--- src/rtl/sfr_fifo_resp_pkg.sv ---
// sfr_fifo_resp_pkg: shared address map, register bit positions and FSM encoding for sfr_fifo_resp
package sfr_fifo_resp_pkg;
  localparam int ADDR_W = 7;
  localparam int DATA_W = 8;
  localparam int CNT_W = 4;
  localparam logic [6:0] DAT_ADDR_D = 7'h50;
  localparam logic [6:0] STA_ADDR_D = 7'h51;
  localparam logic [6:0] CTL_ADDR_D = 7'h52;
  localparam logic [6:0] SCR_ADDR_D = 7'h53;
  localparam logic [6:0] PEEK_ADDR = 7'h54;
  localparam int STA_UDF = 0;
  localparam int STA_OVF = 1;
  localparam int STA_EMPTY = 2;
  localparam int STA_FULL = 3;
  localparam int CTL_FLUSH = 0;
  localparam int CTL_IRQ_EN = 1;
  typedef enum logic [1:0] {ST_IDLE, ST_WAIT, ST_ACK, ST_HOLD} state_t;
endpackage

--- src/rtl/sfr_fifo_resp_if.sv ---
// sfr_fifo_resp_if: SFR bus between the MCU decode (master) and the FIFO responder (slave)
interface sfr_fifo_resp_if;
  import sfr_fifo_resp_pkg::*;
  logic              sfr_r;
  logic              sfr_w;
  logic [ADDR_W-1:0] sfr_addr;
  logic [DATA_W-1:0] sfr_wdat;
  logic              sfr_ack;
  logic [DATA_W-1:0] sfr_rdat;
  logic              irq;
  modport master (output sfr_r, sfr_w, sfr_addr, sfr_wdat, input sfr_ack, sfr_rdat, irq);
  modport slave (input sfr_r, sfr_w, sfr_addr, sfr_wdat, output sfr_ack, sfr_rdat, irq);
endinterface

--- src/rtl/sfr_byte_fifo.sv ---
// sfr_byte_fifo: DEPTH-entry byte FIFO; push on full and pop on empty are ignored, flush empties it
module sfr_byte_fifo
  import sfr_fifo_resp_pkg::*;
#(
  parameter int DEPTH = 8
) (
  input  logic             clk,
  input  logic             srst,
  input  logic             i_push,
  input  logic             i_pop,
  input  logic             i_flush,
  input  logic [7:0]       i_wdat,
  output logic [7:0]       o_head,
  output logic             o_full,
  output logic             o_empty,
  output logic [CNT_W-1:0] o_cnt
);
  localparam int AW = $clog2(DEPTH);
  logic [7:0]       r_mem [DEPTH];
  logic [AW-1:0]    r_wp, r_rp;
  logic [CNT_W-1:0] r_cnt;
  logic             w_push, w_pop;
  assign o_full = r_cnt == CNT_W'(DEPTH);
  assign o_empty = r_cnt == '0;
  assign o_cnt = r_cnt;
  assign o_head = r_mem[r_rp];
  assign w_push = i_push & ~o_full;
  assign w_pop = i_pop & ~o_empty;
  // storage array, written only on an accepted push
  always_ff @(posedge clk) if (w_push) r_mem[r_wp] <= i_wdat;
  // pointers wrap modulo DEPTH; flush shares the reset path
  always_ff @(posedge clk) begin
    if (srst || i_flush) begin
      r_wp <= '0;
      r_rp <= '0;
      r_cnt <= '0;
    end else begin
      r_wp <= w_push ? r_wp + 1'b1 : r_wp;
      r_rp <= w_pop ? r_rp + 1'b1 : r_rp;
      r_cnt <= r_cnt + CNT_W'(w_push) - CNT_W'(w_pop);
    end
  end
endmodule

--- src/rtl/sfr_fifo_resp.sv ---
// sfr_fifo_resp: SFR responder mapping a byte FIFO, status, control and scratch registers; SFR_FIFO_RESP_PEEK_EN adds a non-popping head read at 7'h54
module sfr_fifo_resp
  import sfr_fifo_resp_pkg::*;
#(
  parameter int         DEPTH    = 8,
  parameter int         WAIT_CYC = 0,
  parameter logic [6:0] DAT_ADDR = DAT_ADDR_D,
  parameter logic [6:0] STA_ADDR = STA_ADDR_D,
  parameter logic [6:0] CTL_ADDR = CTL_ADDR_D,
  parameter logic [6:0] SCR_ADDR = SCR_ADDR_D
) (
  input logic            clk,
  input logic            srst,
  sfr_fifo_resp_if.slave bus
);
  state_t           r_st, w_st_nxt;
  logic [1:0]       r_wcnt;
  logic             r_ovf, r_udf, r_ie, r_ack, r_irq;
  logic [7:0]       r_scr, r_rdat, w_head, w_rmux, w_sta, w_ctl;
  logic [CNT_W-1:0] w_cnt;
  logic             w_full, w_empty, w_acc, w_wr, w_rd, w_push, w_pop, w_flush;
  assign w_acc = r_st == ST_ACK;
  assign w_wr = w_acc & bus.sfr_w;
  assign w_rd = w_acc & bus.sfr_r & ~bus.sfr_w;
  assign w_push = w_wr & (bus.sfr_addr == DAT_ADDR);
  assign w_pop = w_rd & (bus.sfr_addr == DAT_ADDR);
  assign w_flush = w_wr & (bus.sfr_addr == CTL_ADDR) & bus.sfr_wdat[CTL_FLUSH];
  assign w_sta = {w_cnt, w_full, w_empty, r_ovf, r_udf};
  assign w_ctl = {6'b0, r_ie, 1'b0};
  assign bus.sfr_ack = r_ack;
  assign bus.sfr_rdat = r_rdat;
  assign bus.irq = r_irq;
  sfr_byte_fifo #(.DEPTH(DEPTH)) u_fifo (
    .clk     (clk),
    .srst    (srst),
    .i_push  (w_push),
    .i_pop   (w_pop),
    .i_flush (w_flush),
    .i_wdat  (bus.sfr_wdat),
    .o_head  (w_head),
    .o_full  (w_full),
    .o_empty (w_empty),
    .o_cnt   (w_cnt)
  );
  // read data selected from the addressed register; empty FIFO and unmapped addresses read 0
  always_comb begin
    w_rmux = bus.sfr_addr == DAT_ADDR ? (w_empty ? 8'h00 : w_head) :
             bus.sfr_addr == STA_ADDR ? w_sta :
             bus.sfr_addr == CTL_ADDR ? w_ctl :
             bus.sfr_addr == SCR_ADDR ? r_scr : 8'h00;
`ifdef SFR_FIFO_RESP_PEEK_EN
    if (bus.sfr_addr == PEEK_ADDR) w_rmux = w_empty ? 8'h00 : w_head;
`endif
  end
  // FSM state register
  always_ff @(posedge clk) r_st <= srst ? ST_IDLE : w_st_nxt;
  // FSM next state: HOLD swallows the cycle in which the master is still dropping its request
  always_comb begin
    w_st_nxt = r_st;
    case (r_st)
      ST_IDLE: w_st_nxt = (bus.sfr_r | bus.sfr_w) ? (WAIT_CYC > 0 ? ST_WAIT : ST_ACK) : ST_IDLE;
      ST_WAIT: w_st_nxt = r_wcnt == 2'(WAIT_CYC - 1) ? ST_ACK : ST_WAIT;
      ST_ACK:  w_st_nxt = ST_HOLD;
      default: w_st_nxt = ST_IDLE;
    endcase
  end
  // wait-state counter, restarts every time WAIT is entered
  always_ff @(posedge clk) r_wcnt <= (srst || r_st != ST_WAIT) ? 2'd0 : r_wcnt + 2'd1;
  // registered ack, read data and interrupt
  always_ff @(posedge clk) begin
    if (srst) begin
      r_ack <= 1'b0;
      r_rdat <= 8'h00;
      r_irq <= 1'b0;
    end else begin
      r_ack <= w_acc;
      r_rdat <= w_rd ? w_rmux : 8'h00;
      r_irq <= r_ie & ~w_empty;
    end
  end
  // sticky flags, control and scratch registers, all updated on the edge ending ACK
  always_ff @(posedge clk) begin
    if (srst) begin
      r_ovf <= 1'b0;
      r_udf <= 1'b0;
      r_ie <= 1'b0;
      r_scr <= 8'h00;
    end else begin
      if (w_push & w_full) r_ovf <= 1'b1;
      else if (w_wr & (bus.sfr_addr == STA_ADDR) & bus.sfr_wdat[STA_OVF]) r_ovf <= 1'b0;
      if (w_pop & w_empty) r_udf <= 1'b1;
      else if (w_wr & (bus.sfr_addr == STA_ADDR) & bus.sfr_wdat[STA_UDF]) r_udf <= 1'b0;
      if (w_wr & (bus.sfr_addr == CTL_ADDR)) r_ie <= bus.sfr_wdat[CTL_IRQ_EN];
      if (w_wr & (bus.sfr_addr == SCR_ADDR)) r_scr <= bus.sfr_wdat;
    end
  end
endmodule

--- src/flat_wrapper.sv ---
// flat-port wrapper written by rule: the top's interface ports become plain ports
module sfr_fifo_resp_flat import sfr_fifo_resp_pkg::*;
#(
  parameter int         DEPTH    = 8,
  parameter int         WAIT_CYC = 0,
  parameter logic [6:0] DAT_ADDR = DAT_ADDR_D,
  parameter logic [6:0] STA_ADDR = STA_ADDR_D,
  parameter logic [6:0] CTL_ADDR = CTL_ADDR_D,
  parameter logic [6:0] SCR_ADDR = SCR_ADDR_D
)
  (clk, srst, bus_sfr_r, bus_sfr_w, bus_sfr_addr, bus_sfr_wdat, bus_sfr_ack, bus_sfr_rdat, bus_irq);
  sfr_fifo_resp_if bus_i ();
  input logic clk;
  input logic srst;
  input wire logic [$bits(bus_i.sfr_r)-1:0] bus_sfr_r;
  input wire logic [$bits(bus_i.sfr_w)-1:0] bus_sfr_w;
  input wire logic [$bits(bus_i.sfr_addr)-1:0] bus_sfr_addr;
  input wire logic [$bits(bus_i.sfr_wdat)-1:0] bus_sfr_wdat;
  output wire logic [$bits(bus_i.sfr_ack)-1:0] bus_sfr_ack;
  output wire logic [$bits(bus_i.sfr_rdat)-1:0] bus_sfr_rdat;
  output wire logic [$bits(bus_i.irq)-1:0] bus_irq;
  assign bus_i.sfr_r = bus_sfr_r;
  assign bus_i.sfr_w = bus_sfr_w;
  assign bus_i.sfr_addr = bus_sfr_addr;
  assign bus_i.sfr_wdat = bus_sfr_wdat;
  assign bus_sfr_ack = bus_i.sfr_ack;
  assign bus_sfr_rdat = bus_i.sfr_rdat;
  assign bus_irq = bus_i.irq;
  sfr_fifo_resp #(.DEPTH(DEPTH), .WAIT_CYC(WAIT_CYC), .DAT_ADDR(DAT_ADDR), .STA_ADDR(STA_ADDR), .CTL_ADDR(CTL_ADDR), .SCR_ADDR(SCR_ADDR)) u_core (.clk(clk), .srst(srst), .bus(bus_i));
endmodule
--- config.mk ---
export PLATFORM = sky130hd
export DESIGN_NAME = sfr_fifo_resp_flat
export DESIGN_NICKNAME = d
export VERILOG_FILES = /design/src/rtl/sfr_fifo_resp_pkg.sv /design/src/rtl/sfr_fifo_resp_if.sv /design/src/rtl/sfr_byte_fifo.sv /design/src/rtl/sfr_fifo_resp.sv /design/src/flat_wrapper.sv
export SDC_FILE = /design/constraint.sdc
export NUM_CORES = 1
export LEC_CHECK = 0
export BUFFER_PORTS_ARGS = -buffer_cell sky130_fd_sc_hd__clkbuf_2
export CELL_PAD_IN_SITES_DETAIL_PLACEMENT = 0
export CELL_PAD_IN_SITES_GLOBAL_PLACEMENT = 1
export CORE_MARGIN = 2
export CORE_UTILIZATION = 45
export CTS_BUF_LIST = sky130_fd_sc_hd__clkbuf_8
export CTS_CLUSTER_SIZE = 24
export DETAILED_ROUTE_END_ITERATION = 10
export GPL_TIMING_DRIVEN = 0
export PLACE_DENSITY = 0.71
export SLEW_MARGIN = 20
export SYNTH_ARGS = -nofsm -noshare
export SYNTH_HDL_FRONTEND = slang
export SYNTH_HIERARCHICAL = 1
export SYNTH_SLANG_ARGS = --single-unit
--- constraint.sdc ---
create_clock -name clk -period 3.4 [get_ports clk]
set_input_delay 0.17 -clock clk [delete_from_list [all_inputs] [get_ports clk]]
set_output_delay 0.17 -clock clk [all_outputs]
set_load 0.01 [all_outputs]
; ---- After elaboration in Yosys (flattened, before gate mapping)
; Memory sizes are Yosys's and may differ from the RTL's. A register that Yosys moved wholly into a read port is not among the register bits.
; Cells that the tools add are included.
[totals]
latch_bits = 0
reg_bits = 35
rom_bits = 0
elab_cells = 71
n_memories = 1
mem_bits_rw = 64
[memory_table]
columns = memory, words, word_bits, read_ports, rd_ports_with_merged_regs, write_ports, line_no
row1 = u_core.u_fifo.r_mem, 8, 8, 1, 1, 1, sfr_byte_fifo.sv:19  ; logic [7:0] r_mem [DEPTH];
[op_classes]
n_shift = 0
eq_ne = 9
reduce_logical = 7
n_bitwise = 21
div = 0
n_lt_le_gt_ge = 0
n_mul = 0
n_addsub = 5
n_mux = 16
[ops]
columns = operator, n
row1 = 2-to-1 mux 8 bit, 5
row2 = == test 7 bit (second input constant), 4
row3 = AND 1 bit, 16
row4 = adder 3 x 1 -> 3 bit (second input constant), 2
row5 = 2-to-1 mux 1 bit, 6
row6 = 2-to-1 mux 3 bit, 2
row7 = case mux 2 bit (3 select lines), 1
row8 = adder 4 x 1 -> 4 bit, 1
row9 = == test 2 bit (second input constant), 2
row10 = == test 4 bit (second input constant), 1
row11 = zero test 4 bit, 1
row12 = 2-to-1 mux 2 bit, 2
row13 = NOT 1 bit, 4
row14 = nonzero test 2 bit, 2
row15 = subtractor 4 x 1 -> 4 bit, 1
row16 = adder 2 x 1 -> 2 bit (second input constant), 1
row17 = == test 2 x 1 -> 1 bit (second input constant), 1
row18 = zero test 2 bit, 1
row19 = logical OR 1 bit, 2
row20 = inequality test 2 x 1 -> 1 bit (second input constant), 1
row21 = OR reduction 2 bit, 1
row22 = bitwise OR 1 bit, 1

; ---- Longest topological paths before layout
[logic_depth]
ltp_word = 7
mapped_depth = 13
depth_no_buf = 12

; ---- Modules after synthesis
; The synthesis kept the hierarchy.
[by_module_without_submodules]
columns = mod, area_each_um2, seq_area_each_um2, cells_per_inst, instances
row1 = sfr_byte_fifo, 3150.5, 2182.1, 175, 1
row2 = sfr_fifo_resp, 1216.2, 500.5, 122, 1

; ---- Worst setup path after synthesis
; OpenSTA, ideal clock, no wires.
[synth_timing]
path_kind = register to register
startpoint = register u_core.u_fifo.r_cnt[2] (netlist: u_core/u_fifo/o_cnt[2])
endpoint = register u_core.u_fifo.r_cnt[2] (netlist: u_core/u_fifo/o_cnt[2])
stages_incl_launch_ff = 12
setup_ps = 122
t_required_ps = 3278
setup_slack_ps = 931
arrival_ps = 2347
period_less_slack_ps = 2469
n_path_buf = 0
path_cell_list = dfxtp_1 -> inv_1 -> ha_1 -> nor3b_1 -> nor2_1 -> ha_1 -> inv_1 -> ha_1 -> inv_1 -> fa_1 -> xor2_1 -> nor2_1
[synth_lines]
columns = element, line_no
row1 = "start, declared", sfr_byte_fifo.sv:21  ; logic [CNT_W-1:0] r_cnt;
row2 = "start signal, assigned", sfr_byte_fifo.sv:40  ; r_cnt <= r_cnt + CNT_W'(w_push) - CNT_W'(w_pop);
row3 = zero test 4 bit, sfr_byte_fifo.sv:24  ; assign o_empty = r_cnt == '0;
row4 = net u_core.w_empty, sfr_fifo_resp.sv:21  ; logic w_full, w_empty, w_acc, w_wr, w_rd, w_push, w_pop, w_flush;
row5 = NOT 1 bit, sfr_byte_fifo.sv:28  ; assign w_pop = i_pop & ~o_empty;
row6 = AND 1 bit, sfr_byte_fifo.sv:28
row7 = net u_core.u_fifo.w_pop, sfr_byte_fifo.sv:22  ; logic w_push, w_pop;
row8 = subtractor 4 x 1 -> 4 bit, sfr_byte_fifo.sv:40
; The timed path passes the listed nets, and every way through them passes these cells.
; A chain may end at the register's enable or synchronous reset.

; ---- Worst setup path in the final report
[layout_timing]
startpoint = register u_core.r_st[0]
endpoint = memory u_core.u_fifo.r_mem[0][1] (enable)
[layout_via]
elab_chain_cells = 6
[layout_lines]
columns = element, line_no
row1 = "start, declared", sfr_fifo_resp.sv:16  ; state_t r_st, w_st_nxt;
row2 = "start signal, assigned", sfr_fifo_resp.sv:56  ; always_ff @(posedge clk) r_st <= srst ? ST_IDLE : w_st_nxt;
row3 = == test 2 bit, sfr_fifo_resp.sv:22  ; assign w_acc = r_st == ST_ACK;
row4 = AND 1 bit, sfr_fifo_resp.sv:23  ; assign w_wr = w_acc & bus.sfr_w;
row5 = AND 1 bit, sfr_fifo_resp.sv:25  ; assign w_push = w_wr & (bus.sfr_addr == DAT_ADDR);
row6 = net u_core.w_push, sfr_fifo_resp.sv:21
row7 = AND 1 bit, sfr_byte_fifo.sv:27  ; assign w_push = i_push & ~o_full;
row8 = 2-to-1 mux 1 bit, sfr_byte_fifo.sv:30  ; always_ff @(posedge clk) if (w_push) r_mem[r_wp] <= i_wdat;
row9 = 2-to-1 mux 1 bit (implied by the code), sfr_byte_fifo.sv:30
row10 = "end, declared", sfr_byte_fifo.sv:19
; The timed path passes the listed nets, and every way through them passes these cells.

==> flow_metrics.env <==
export IMPL_cts_sinks=102
export IMPL_drive_gt1_frac=0.226
export IMPL_worstPathRequired_ns=3.40
export IMPL_ff2ff_setup_slack_ns=0.74
export IMPL_maxSlewViolCount=0
export IMPL_vias_per_cell=5.33
export IMPL_synth_area_leaders="edfxtp_1, dfxtp_1, mux4_1"
export IMPL_drv_cap=0
export IMPL_ys_ff_latch=102
export IMPL_boundaryPins=29
export IMPL_dieHeight_um=103
export IMPL_leakage_nw=1.69
export IMPL_worst_pin_slew_ns=1.04
export IMPL_power_density_nw_per_um2=430
export IMPL_drtPass1Iterations=4
export IMPL_synth_most_common_cell="edfxtp_1"
export IMPL_port_buffer_count=27
export IMPL_clockPowerShare=0.338
export IMPL_fillCellCount=781
export IMPL_cp_endpoint="u_core/u_fifo/r_mem[0][1]"
export IMPL_ys_flop_type="edfxtp_1"
export IMPL_postCtsHoldBufs=0
export IMPL_drc=0
export IMPL_synth_top_area_frac=0.440
export IMPL_finClkSkew_ns=0.00540
export IMPL_worstPathMaxFanout=8
export IMPL_synth_seq_area_share=0.614
export IMPL_clk_pin_slew_ns=0.10
export IMPL_r2r_end="u_core/u_fifo/r_mem[0][1]"
export IMPL_final_period_utilization=0.781
export IMPL_diodes=0
export IMPL_cts_setup_buffers=0
export IMPL_antenna_found_initial=0
export IMPL_post_drt_wl_per_cell_um=18.1
export IMPL_grt_pass1_vias=2487
export IMPL_initial_utilization=0.468
export IMPL_yosys_cell_types_count=46
export IMPL_fin_ws_ns=0.744
export IMPL_crit_type="register to register"
export IMPL_yosys_warnings=6
export IMPL_r2r_start="u_core/r_st[0]"
export IMPL_wirelength_mm=8.52
export IMPL_cts_buffer_depth=2
export IMPL_synth_commonest_cells="edfxtp_1, dfxtp_1, nor2_1"
export IMPL_synth_largest_area_cell="edfxtp_1"
export IMPL_switching_share=0.228
export IMPL_layout_nets=365
export IMPL_hold_path_class="input pin to register"
export IMPL_seq_power_share=0.630
export IMPL_start_kind="register"
export IMPL_slew_headroom=0.302
export IMPL_rsz0062_at_grt="false"
export IMPL_syn_num_nets=326
export IMPL_ant_nets=0
export IMPL_cts_tree="done"
export IMPL_cts_resized=0
export IMPL_numCtsBuffers=9
export IMPL_finalHoldViolCount=0
export IMPL_r2r_worst_path_cells=5
export IMPL_crit_arrival_ns=2.65
export IMPL_clk_latency_ns=0.37
export IMPL_setup_worst_path_end_class="register"
export IMPL_netlist_instances=297
export IMPL_dp_cells=454
export IMPL_fmax_ghz=0.376
export IMPL_cts_htree_levels=3
export IMPL_fin_setup_tns_ns=0
export IMPL_via_count=2505
export IMPL_seqCellArea_um2=2680
export IMPL_place_ws_ns=0.351
export IMPL_die_x_um=103
export IMPL_status="finished clean"
export IMPL_power_mw=2.09
export IMPL_grt_overflow=0
export IMPL_rows=35
export IMPL_drtIter0Drc=125
export IMPL_synth_edff_count=64
export IMPL_p_sw_mw=0.476
export IMPL_areaGrowthSynthToFinish_pct=11.4
export IMPL_grt_pass1_wl_mm=13.3
export IMPL_finalSetupViolCount=0
export IMPL_fin_crit_ns=2.66
export IMPL_stdcell_count=470
export IMPL_gp_congestion=0.759
export IMPL_synthesis_area_um2=4370
export IMPL_hold_ws_ns=0.107
export IMPL_syn_avg_cell_area_um2=14.7
export IMPL_critical_path_startpoint="u_core/r_st[0]"
export IMPL_core_region_area_um2=9330
export IMPL_dpl_hpwl_mm=5.86
export IMPL_comb_power_share=0.032
export IMPL_multi_input_area_um2=1550
export IMPL_async_flop_share=0
export IMPL_die_area_um2=10500
export IMPL_grt_usage=0.177
export IMPL_p_int_mw=1.62
export IMPL_cts_root_buf="clkbuf_8"
export IMPL_grt_max_degree=19
export IMPL_ir_drop_mv=0.225
## metrics by stage
step / util / area [um2]
final: 0.522 / 4860
after CTS: 0.521 / 4860
after global routing: 0.522 / 4860
after detailed placement: 0.502 / 4680
after floorplan: - / 4370
after global placement: 0.500 / 4660
## flip-flops by register name, indices dropped and copies added, names as in the netlist, 2 cells and up, named ones only
name                 cells
u_core/bus.sfr_rdat      8
u_core/r_scr             8
u_core/r_st              2
u_core/r_wcnt            2
u_core/u_fifo/o_cnt      4
u_core/u_fifo/r_mem     64
u_core/u_fifo/r_rp       3
u_core/u_fifo/r_wp       3
## worst min-delay path by stage
stage          slack (ns)  cells after the start             start                   endpoint
2_1_floorplan        0.27                      0   bus_sfr_wdat[0]  u_core/u_fifo/r_mem[0][0]
3_3_place_gp         0.42                      1  u_core/r_wcnt[0]           u_core/r_wcnt[0]
3_5_place_dp         0.43                      1  u_core/r_wcnt[0]           u_core/r_wcnt[0]
4_1_cts               0.1                      1   bus_sfr_wdat[6]  u_core/u_fifo/r_mem[5][6]
5_1_grt              0.11                      1   bus_sfr_wdat[6]  u_core/u_fifo/r_mem[5][6]
6_report             0.11                      1   bus_sfr_wdat[6]  u_core/u_fifo/r_mem[5][6]
## critical path, cell delays in order, from the launching register on
cell and delay, ns:
dfxtp_1 0.35, and4bb_2 0.38, and3_1 0.33, inv_1 0.10, or3_1 0.44, nor3_2 0.69
## power groups by stage
stage	clock network [mW]	registers [mW]	logic [mW]
6_report	0.709	1.32	0.0669
5_1_grt	0.785	1.32	0.0750
4_1_cts	0.732	1.32	0.0678
3_5_place_dp	0	1.35	0.0677
3_3_place_gp	0	1.35	0.0657
2_1_floorplan	0	1.35	0.0335
## layout by cell type, fill, tap and decap left out, types with 4 or more instances in the layout
cell | Yosys | final
mux4_1 | 15 | 15
clkbuf_8 | 0 | 9
nor3_1 | 6 | 4
a21oi_1 | 5 | 5
or3_1 | 4 | 4
ha_1 | 9 | 9
mux2_2 | 15 | 15
clkbuf_2 | 0 | 27
dfxtp_1 | 38 | 38
o21ai_0 | 6 | 6
inv_6 | 0 | 4
clkbuf_1 | 4 | 4
edfxtp_1 | 64 | 64
nor2_1 | 22 | 22
nand2_1 | 9 | 9
a22oi_1 | 6 | 6
inv_1 | 14 | 14
nand2b_1 | 21 | 21
nor2b_1 | 4 | 4
mux2i_1 | 12 | 12
## routing by layer
metal | vias to the layer above | track usage | share of wire | routed length, um
met4 | 0 | 0.0790 | 0.014 | 121
li1 | 1197 | - | - | -
met5 | - | 0 | 0 | 0
met3 | 10 | 0.0285 | 0.029 | 249
met1 | 1262 | 0.259 | 0.49 | 4180
met2 | 36 | 0.260 | 0.47 | 3970
## layout make-up
cell class,instances,area share
plain buffers,13,0.0201
clock buffers,9,0.0255
clock inverters,7,0.0113
inverters,14,0.0108
multi-input cells,168,0.318
flip-flops and latches,102,0.551
well taps,129,0.0332
repair buffers,28,0.0293
## cells by family (layout without fill, tap and decap cells)
kind of cell / count (synthesis) / after routing / synth area share
adders and majority gates: 10 / 10 / 0.0304
AOI/OAI and AO/OA: 26 / 26 / 0.0430
xor gates and xnor gates: 1 / 1 / 0.00201
and+or+nand+nor: 88 / 88 / 0.114
muxes: 43 / 43 / 0.162
DFF: 102 / 102 / 0.614
buffers and inverters: 27 / 71 / 0.0344
Note: power is estimated with default switching activity, not from simulation.
